--- src/rtl/bf_path_walker_if.sv ---
// Stream and RAM-port bundle for bf_path_walker.
// master: the walker itself; slave: the surrounding system (RAM, VGA stage, control).
interface bf_path_walker_if #(
  parameter int unsigned NODE_W = 5
);
  logic              start;
  logic [NODE_W-1:0] src_node;
  logic [NODE_W-1:0] dst_node;
  logic [NODE_W-1:0] pred_raddr;
  logic [NODE_W:0]   pred_rdata;
  logic              busy;
  logic              done;
  logic              unreachable;
  logic              loop_err;
  logic [NODE_W-1:0] path_node;
  logic              path_valid;
  logic              path_ready;
  logic              path_last;
  logic [NODE_W:0]   path_len;

  modport master (
    input  start, src_node, dst_node, pred_rdata, path_ready,
    output pred_raddr, busy, done, unreachable, loop_err,
    output path_node, path_valid, path_last, path_len
  );

  modport slave (
    output start, src_node, dst_node, pred_rdata, path_ready,
    input  pred_raddr, busy, done, unreachable, loop_err,
    input  path_node, path_valid, path_last, path_len
  );
endinterface

--- src/rtl/bf_path_walker.sv ---
// Walks Bellman-Ford predecessor links from dst back to src, stacks the nodes and
// replays them source-first over a valid/ready stream.
// Optional macro PATHW_LOOP_GUARD_EN: abort with loop_err when the chain exceeds NUM_NODES.
module bf_path_walker #(
  parameter int unsigned NODE_W    = 5,
  parameter int unsigned NUM_NODES = 32
) (
  input  logic             clk,
  input  logic             rst,
  bf_path_walker_if.master bus
);
  typedef logic [NODE_W-1:0] node_t;
  typedef logic [NODE_W:0]   cnt_t;

  localparam cnt_t Full = cnt_t'(NUM_NODES);

  typedef enum logic [2:0] {StIdle, StWalk, StFetch, StEmit, StFin} state_e;

  state_e state_q, state_d;
  node_t  stack_q [NUM_NODES];
  node_t  stack_d [NUM_NODES];
  cnt_t   depth_q, depth_d;
  node_t  cur_q, cur_d;
  node_t  src_q, src_d;
  node_t  raddr_q, raddr_d;
  cnt_t   len_q, len_d;
  logic   unreach_q, unreach_d;
`ifdef PATHW_LOOP_GUARD_EN
  logic   loop_q, loop_d;
`endif

  node_t wr_idx;
  node_t top_idx;

  // Full stack keeps overwriting its top slot instead of running off the end
  assign wr_idx  = (depth_q < Full) ? node_t'(depth_q) : node_t'(NUM_NODES - 1);
  assign top_idx = node_t'(depth_q - cnt_t'(1));

  // Next-state, stack and flag updates
  always_comb begin
    state_d   = state_q;
    stack_d   = stack_q;
    depth_d   = depth_q;
    cur_d     = cur_q;
    src_d     = src_q;
    raddr_d   = raddr_q;
    len_d     = len_q;
    unreach_d = unreach_q;
`ifdef PATHW_LOOP_GUARD_EN
    loop_d    = loop_q;
`endif
    unique case (state_q)
      StIdle: begin
        if (bus.start) begin
          src_d     = bus.src_node;
          cur_d     = bus.dst_node;
          depth_d   = '0;
          len_d     = '0;
          unreach_d = 1'b0;
`ifdef PATHW_LOOP_GUARD_EN
          loop_d    = 1'b0;
`endif
          state_d   = StWalk;
        end
      end
      StWalk: begin
        if (cur_q == src_q) begin
          stack_d[wr_idx] = cur_q;
          depth_d = (depth_q == Full) ? Full : depth_q + cnt_t'(1);
          len_d   = (depth_q == Full) ? Full : depth_q + cnt_t'(1);
          state_d = StEmit;
`ifdef PATHW_LOOP_GUARD_EN
        end else if (depth_q == Full) begin
          loop_d  = 1'b1;
          state_d = StFin;
`endif
        end else begin
          stack_d[wr_idx] = cur_q;
          depth_d = (depth_q == Full) ? Full : depth_q + cnt_t'(1);
          raddr_d = cur_q;
          state_d = StFetch;
        end
      end
      StFetch: begin
        if (!bus.pred_rdata[NODE_W]) begin
          unreach_d = 1'b1;
          state_d   = StFin;
        end else begin
          cur_d   = bus.pred_rdata[NODE_W-1:0];
          state_d = StWalk;
        end
      end
      StEmit: begin
        if (bus.path_ready) begin
          depth_d = depth_q - cnt_t'(1);
          if (depth_q == cnt_t'(1)) state_d = StFin;
        end
      end
      StFin:   state_d = StIdle;
      default: state_d = StIdle;
    endcase
  end

  // State and datapath registers
  always_ff @(posedge clk or posedge rst) begin
    if (rst) begin
      state_q   <= StIdle;
      for (int i = 0; i < NUM_NODES; i++) stack_q[i] <= '0;
      depth_q   <= '0;
      cur_q     <= '0;
      src_q     <= '0;
      raddr_q   <= '0;
      len_q     <= '0;
      unreach_q <= 1'b0;
`ifdef PATHW_LOOP_GUARD_EN
      loop_q    <= 1'b0;
`endif
    end else begin
      state_q   <= state_d;
      stack_q   <= stack_d;
      depth_q   <= depth_d;
      cur_q     <= cur_d;
      src_q     <= src_d;
      raddr_q   <= raddr_d;
      len_q     <= len_d;
      unreach_q <= unreach_d;
`ifdef PATHW_LOOP_GUARD_EN
      loop_q    <= loop_d;
`endif
    end
  end

  // The RAM address follows cur only on a fetching WALK and otherwise holds
  assign bus.pred_raddr  = raddr_d;
  assign bus.busy        = (state_q == StWalk) || (state_q == StFetch) || (state_q == StEmit);
  assign bus.done        = (state_q == StFin);
  assign bus.unreachable = unreach_q;
`ifdef PATHW_LOOP_GUARD_EN
  assign bus.loop_err    = loop_q;
`else
  assign bus.loop_err    = 1'b0;
`endif
  assign bus.path_valid  = (state_q == StEmit);
  assign bus.path_node   = (state_q == StEmit) ? stack_q[top_idx] : '0;
  assign bus.path_last   = (state_q == StEmit) && (depth_q == cnt_t'(1));
  assign bus.path_len    = len_q;
endmodule

--- src/flat_wrapper.sv ---
// flat-port wrapper written by rule: the top's interface ports become plain ports
module bf_path_walker_flat 
#(
  parameter int unsigned NODE_W    = 5,
  parameter int unsigned NUM_NODES = 32
)
  (clk, rst, bus_start, bus_src_node, bus_dst_node, bus_pred_rdata, bus_path_ready, bus_pred_raddr, bus_busy, bus_done, bus_unreachable, bus_loop_err, bus_path_node, bus_path_valid, bus_path_last, bus_path_len);
  bf_path_walker_if #(.NODE_W(NODE_W)) bus_i ();
  input  logic clk;
  input  logic rst;
  input wire logic [$bits(bus_i.start)-1:0] bus_start;
  input wire logic [$bits(bus_i.src_node)-1:0] bus_src_node;
  input wire logic [$bits(bus_i.dst_node)-1:0] bus_dst_node;
  input wire logic [$bits(bus_i.pred_rdata)-1:0] bus_pred_rdata;
  input wire logic [$bits(bus_i.path_ready)-1:0] bus_path_ready;
  output wire logic [$bits(bus_i.pred_raddr)-1:0] bus_pred_raddr;
  output wire logic [$bits(bus_i.busy)-1:0] bus_busy;
  output wire logic [$bits(bus_i.done)-1:0] bus_done;
  output wire logic [$bits(bus_i.unreachable)-1:0] bus_unreachable;
  output wire logic [$bits(bus_i.loop_err)-1:0] bus_loop_err;
  output wire logic [$bits(bus_i.path_node)-1:0] bus_path_node;
  output wire logic [$bits(bus_i.path_valid)-1:0] bus_path_valid;
  output wire logic [$bits(bus_i.path_last)-1:0] bus_path_last;
  output wire logic [$bits(bus_i.path_len)-1:0] bus_path_len;
  assign bus_i.start = bus_start;
  assign bus_i.src_node = bus_src_node;
  assign bus_i.dst_node = bus_dst_node;
  assign bus_i.pred_rdata = bus_pred_rdata;
  assign bus_i.path_ready = bus_path_ready;
  assign bus_pred_raddr = bus_i.pred_raddr;
  assign bus_busy = bus_i.busy;
  assign bus_done = bus_i.done;
  assign bus_unreachable = bus_i.unreachable;
  assign bus_loop_err = bus_i.loop_err;
  assign bus_path_node = bus_i.path_node;
  assign bus_path_valid = bus_i.path_valid;
  assign bus_path_last = bus_i.path_last;
  assign bus_path_len = bus_i.path_len;
  bf_path_walker #(.NODE_W(NODE_W), .NUM_NODES(NUM_NODES)) u_core (.clk(clk), .rst(rst), .bus(bus_i));
endmodule
--- config.mk ---
export PLATFORM = sky130hd
export DESIGN_NAME = bf_path_walker_flat
export DESIGN_NICKNAME = d
export VERILOG_FILES = /design/src/rtl/bf_path_walker_if.sv /design/src/rtl/bf_path_walker.sv /design/src/flat_wrapper.sv
export SDC_FILE = /design/constraint.sdc
export NUM_CORES = 1
export LEC_CHECK = 0
export CAP_MARGIN = 20
export CORE_ASPECT_RATIO = 1.2
export CORE_MARGIN = 3
export CORE_UTILIZATION = 30
export CTS_CLUSTER_DIAMETER = 120
export CTS_CLUSTER_SIZE = 24
export DETAILED_ROUTE_END_ITERATION = 10
export SYNTH_ARGS = -nofsm -noshare
export SYNTH_HDL_FRONTEND = slang
export SYNTH_SLANG_ARGS = --single-unit
export TNS_END_PERCENT = 100
--- constraint.sdc ---
create_clock -name clk -period 9.45 [get_ports clk]
set_clock_uncertainty 0.15 [all_clocks]
set_input_delay 1.89 -clock clk [delete_from_list [all_inputs] [get_ports clk]]
set_output_delay 1.89 -clock clk [all_outputs]
set_load 0.02 [all_outputs]
After elaboration in Yosys (flattened, before gate mapping)
Cells that the tools add are included.
{"block": "classes", "add_sub_neg": 2, "n_mul": 0, "n_div": 0, "n_lt_le_gt_ge": 4, "n_eq_ne": 13, "shift": 0, "n_mux": 28, "n_bitwise": 2, "n_reduce_logical": 14}
{"operator": "bitwise mux 160 bit", "n": 1}
{"operator": "2-to-1 mux 5 bit", "n": 9}
{"operator": "binary-select mux 5 bit (select 5 bit)", "n": 1}
{"operator": "demux 5 bit (select 5 bit)", "n": 1}
{"operator": "2-to-1 mux 6 bit", "n": 4}
{"operator": "case mux 6 bit (3 select lines)", "n": 1}
{"operator": "AND reduction 3 bit", "n": 5}
{"operator": "greater-or-equal comparator 6 bit, second input constant", "n": 2}
{"operator": "2-to-1 mux 3 bit", "n": 4}
{"operator": "NOT 5 -> 6 bit", "n": 2}
{"operator": "case mux 3 bit (4 select lines)", "n": 1}
{"operator": "case mux 6 bit (2 select lines)", "n": 1}
{"operator": "case mux 5 bit (2 select lines)", "n": 1}
{"operator": "!= test 2 bit, second input constant", "n": 4}
{"operator": "adder 6 x 1 -> 6 bit, second input constant", "n": 1}
{"operator": "== test 3 x 2 -> 1 bit, second input constant", "n": 2}
{"operator": "== test 6 x 1 -> 1 bit, second input constant", "n": 1}
{"operator": "== test 6 bit, second input constant", "n": 1}
{"operator": "< comparator 6 x 1 -> 1 bit, second input constant", "n": 1}
{"operator": "< comparator 6 bit, second input constant", "n": 1}
{"operator": "subtractor 6 x 1 -> 6 bit, second input constant", "n": 1}
{"operator": "== test 5 bit", "n": 1}
{"operator": "!= test 2 x 1 -> 1 bit, second input constant", "n": 2}
{"operator": "nonzero test 2 bit", "n": 2}
{"operator": "other kinds (9)", "n": 13}
{"block": "totals", "reg_bits": 191, "latchBits": 0, "ram_bits": 0, "romBits": 0, "input_bits": 20, "out_inout_bits": 22, "elab_cells": 102, "n_memories": 0}

Longest topological paths before layout
{"block": "logic_depth", "word_depth": 8, "depth_mapped": 12, "ltp_nobuf": 7}

Worst setup path before layout
OpenSTA, ideal clock, no wires.
{"block": "synth_path", "kind": "reg-to-output", "startpoint": "register u_core.depth_q[0]", "endpoint": "output port bus_path_node[4]", "arrival_ns": 2.800, "required_time_ns": 7.410, "slack_ns": 4.610, "stages_incl_launch_ff": 13, "n_path_buf": 6, "path_cell_list": "dfrtp_1 > clkbuf_1 > inv_1 > buf_2 > ha_1 > buf_2 > buf_2 > buf_2 > buf_2 > mux2i_1 > a22oi_1 > nand4_1 > a31oi_1"}
{"block": "synth_via", "elab_chain_cells": 6}
{"element": "from (decl)", "line": "bf_path_walker.sv:22", "rtl": "cnt_t depth_q, depth_d;"}
{"element": "from (signal assigned)", "line": "bf_path_walker.sv:121", "rtl": "depth_q <= depth_d;"}
{"element": "subtractor 6 x 1 -> 6 bit", "line": "bf_path_walker.sv:37", "rtl": "assign top_idx = node_t'(depth_q - cnt_t'(1));"}
{"element": "NOT 5 -> 6 bit (not written as such)", "line": "bf_path_walker.sv:144", "rtl": "assign bus.path_node = (state_q == StEmit) ? stack_q[top_idx] : '0;"}
{"element": "binary-select mux 5 bit (select 5 bit)", "line": "bf_path_walker.sv:144"}
{"element": "2-to-1 mux 5 bit (not written as such) (2 in a row)", "line": "bf_path_walker.sv:144"}
{"element": "2-to-1 mux 5 bit", "line": "bf_path_walker.sv:144"}
{"element": "to (decl)", "line": "flat_wrapper.sv:21", "rtl": "output wire logic [$bits(bus_i.path_node)-1:0] bus_path_node;"}
No other way between the ends. The select of a mux whose other input is x is not followed.

Worst setup path in the final report
{"block": "layout_path", "startpoint": "register u_core.depth_q[1]", "endpoint": "output port bus_path_node[0]"}
Same word-level chain as after synthesis.

==> flow_summary_export.csv <==
group,metric,value,unit
cts,root_buffer,"clkbuf_16",
logic_synthesis,syn-instance-count,700,
placement,portBuffers,40,
logic_synthesis,synth_xor_area_frac,0.0137,
placement,place_area,10100,sq um
die,start_util,0.306,
logic_synthesis,synth_common_cells,"191 x dfrtp_1, 171 x mux2_2, 39 x nand2_1, 32 x mux2i_1, 26 x mux4_2",
logic_synthesis,ys_seq_elements,191,
global_routing,grt_pass1_vias,5987,
final_layout,seq_area,4780,sq um
sta,slew_violations,0,
power_and_ir_drop,power_density,302,nW/um^2
worst_setup_path,required,7.41,ns
logic_synthesis,synth.most_common_cell,"dfrtp_1",
worst_setup_path,endpoint_kind,"output pin",
final_layout,n_antenna_cell,0,
final_layout,drive_gt1_frac,0.358,
worst_setup_path,crit_type,"reg -> out",
sta,fin_crit,6.30,ns
worst_setup_path,crit_family,"buffers and inverters",
sta,rsz0062_at_grt,"no",
die,num_rows,70,
worst_setup_path,critPathSlowestCell,"ha_2",
logic_synthesis,synth_edf_count,0,
logic_synthesis,async_flop_share,1.00,
final_layout,syn_to_final_growth,14.7,%
status,status,"complete, no violations",
logic_synthesis,ys.flop_type,"dfrtp_1",
sta,period_share,0.666,
logic_synthesis,yosys.area_share.simple,0.0850,
cts,clk_latency,0.43,ns
final_layout,multi_input_area,4350,sq um
worst_setup_path,cp_num_buf_inv,3,
power_and_ir_drop,p_leak,4.82,nW
worst_setup_path,path_max_fanout,33,
placement,place.gp.congestion,0.777,
cts,clkTransAtPathRegs,0.07,ns
detailed_routing,num_vias,5790,
cts,clk_path_buf_depth,2,
detailed_routing,drt_first_pass_iters,5,
logic_synthesis,synth_area,9390,sq um
power_and_ir_drop,ir_drop,0.141,mV
final_layout,fill_cells,2989,
detailed_routing,vias_per_cell,5.12,
logic_synthesis,muxShareOfSynthArea,0.318,
logic_synthesis,synth_compound_gate_area_share,0.0417,
die,die_area,33500,sq um
detailed_routing,drc,0,
sta,setup_tns,0,ns
logic_synthesis,syn-num-nets,723,
sta,worst_slew_pin_slew,0.896,ns
worst_setup_path,crit_chain,"inv_1 -> ha_2 -> buf_4 -> mux4_2 -> a21oi_1 -> and4_1 -> nor4_2 -> clkdlybuf4s50_1",
die,coreArea,30700,sq um
cts,clock_sinks,191,
placement,place_hpwl,14.4,mm
logic_synthesis,synth_fa_ha_area_frac,0.00400,
power_and_ir_drop,p_total,3.26,mW
sta,relSlewSlack,0.403,
logic_synthesis,synth_area_leaders,"dfrtp_1 51%, mux2_2 21%, mux4_2 6.2%",
die,dieWidth,167,um
sta,finalHoldViolCount,0,
logic_synthesis,synth_top_family_by_area,"multiplexers",
die,pin_count,42,
cts,hold_buffers,0,
detailed_routing,routedWlPerCell,19.5,um
cts,cts_tree,"yes",
logic_synthesis,ys_types,55,
final_layout,fin_area,10800,sq um
worst_setup_path,start_kind,"flip-flop",
global_routing,antenna_found_initial,0,
sta,fmaxAchievable,159,MHz
final_layout,nets,746,
detailed_routing,routed_wl,22.1,mm
logic_synthesis,yosys_warnings,0,
logic_synthesis,avgSynthCellArea,13.4,sq um
cts,postCtsSetupRepairBufs,0,
logic_synthesis,ys_seq_area_frac,0.509,
global_routing,grt_pass1_wl,35.3,mm
worst_setup_path,crit_arrival,4.26,ns
worst_setup_path,critPathMaxStageDelay,0.74,ns
die,die_y,200,um
detailed_routing,ant_nets,0,
logic_synthesis,netlist.area_leader.share,0.509,
global_routing,overflow,0,
job,cap_violations,0,
cts,cts-resized-gates,0,
global_routing,grt_max_degree,147,
global_routing,grtUsageTotal,0.135,
cts,htree_levels,4,
logic_synthesis,synth_top_cell_by_area,"dfrtp_1",
min_path,hp-class,"reg -> reg",
cts,cts_made_buffers,17,
detailed_routing,drtIter0Drc,360,
sta,final-setup-viol-count,0,
[sequential cells by signal, summed over array words and instances, names as in the netlist]
| name | flops |
|---|---|
| u_core.bus.path_len | 6 |
| u_core.bus.unreachable | 1 |
| u_core.cur_q | 5 |
| u_core.depth_q | 6 |
| u_core.raddr_q | 5 |
| u_core.src_q | 5 |
| u_core.stack_q | 160 |
| u_core.state_q | 3 |
[placed cells by master, fill, tap and decap left out, types with 3 or more instances in the layout]
cell             instances
clkdlybuf4s50_1         40
nor2_1                  24
nor3_1                   8
clkbuf_16               17
nor4_4                   3
nor4_2                   3
a211oi_1                 4
or3_1                    3
nor3_2                   3
mux2i_1                 32
a31oi_1                  7
o22a_1                   5
mux4_1                   3
and4_1                   3
nor2b_1                  6
dfrtp_1                191
mux2_1                   7
buf_4                   11
xor2_1                   5
xnor2_1                  6
nand3_1                 21
a22oi_1                  6
nand2_1                 39
inv_6                    3
nand2b_1                 6
or2_2                    3
and2_1                   5
a21oi_1                 11
o21ai_0                 16
bufinv_16                3
inv_1                    6
mux4_2                  26
mux2_2                 171
[path summary, 6_finish.rpt]
path	from	to	slack, ns	depth (start not counted)
worst min register to register	u_core.stack_q[147]$_DFFE_PP0P_	u_core.stack_q[147]$_DFFE_PP0P_	0.35	1
worst max-delay path	u_core.depth_q[1]$_DFFE_PP0P_	bus_path_node[0]	3.15	8
worst max register to register	u_core.depth_q[5]$_DFFE_PP0P_	u_core.stack_q[78]$_DFFE_PP0P_	6.47	4
max in group asynchronous	rst	u_core.stack_q[156]$_DFFE_PP0P_	6.01	4
worst min-delay path	u_core.stack_q[147]$_DFFE_PP0P_	u_core.stack_q[147]$_DFFE_PP0P_	0.35	1
min in group asynchronous	rst	u_core.raddr_q[0]$_DFF_PP0_	1.65	2
[per-stage QoR]
stage	hold WS [ns]	cells	worst slack, ns	utilization
2_1_floorplan	0.309	700	2.21	-
3_3_place_gp	0.324	1099	3.59	0.331
3_5_place_dp	0.333	1099	3.58	0.331
4_1_cts	0.349	1130	3.10	0.351
5_1_grt	0.361	1131	2.93	0.351
6_report	0.346	1131	3.15	0.351
[kinds of logic after synthesis]
logic type                 after synthesis
muxes                                  239
DFF                                    191
and+or+nand+nor                        138
AOI/OAI and AO/OA                       60
buffers and inverters                   55
xor gates and xnor gates                13
adders and majority gates                3
other                                    1
[power by group]
part | total (mW) | internal, mW | switching (mW)
Sequential | 1.18 | 1.04 | 0.141
Clock | 0.743 | 0.425 | 0.318
Combinational | 1.33 | 0.577 | 0.753
[metal layers]
layer  wire (um)  vias up  global-route usage
li1            -     2605                   -
met2       10900      130               0.222
met4         299        0              0.0364
met5           0        -                   0
met3         712       16              0.0219
met1       10200     3039               0.187
[final cells by class]
cell class / instances / area share
flip-flops and latches: 191 / 0.444
well taps: 396 / 0.0460
repair buffers: 52 / 0.0474
clock buffers: 19 / 0.0411
multi-input cells: 454 / 0.404
inverters: 7 / 0.00314
clock inverters: 12 / 0.0148
[worst reg2reg max path, stage by stage (launching register included)]
cell and delay [ns]:
dfrtp_1 0.59, or4_1 0.83, nor2_2 0.58, nand2_1 0.33, mux2_1 0.38
No activity file was read; power rests on OpenSTA's default activity.
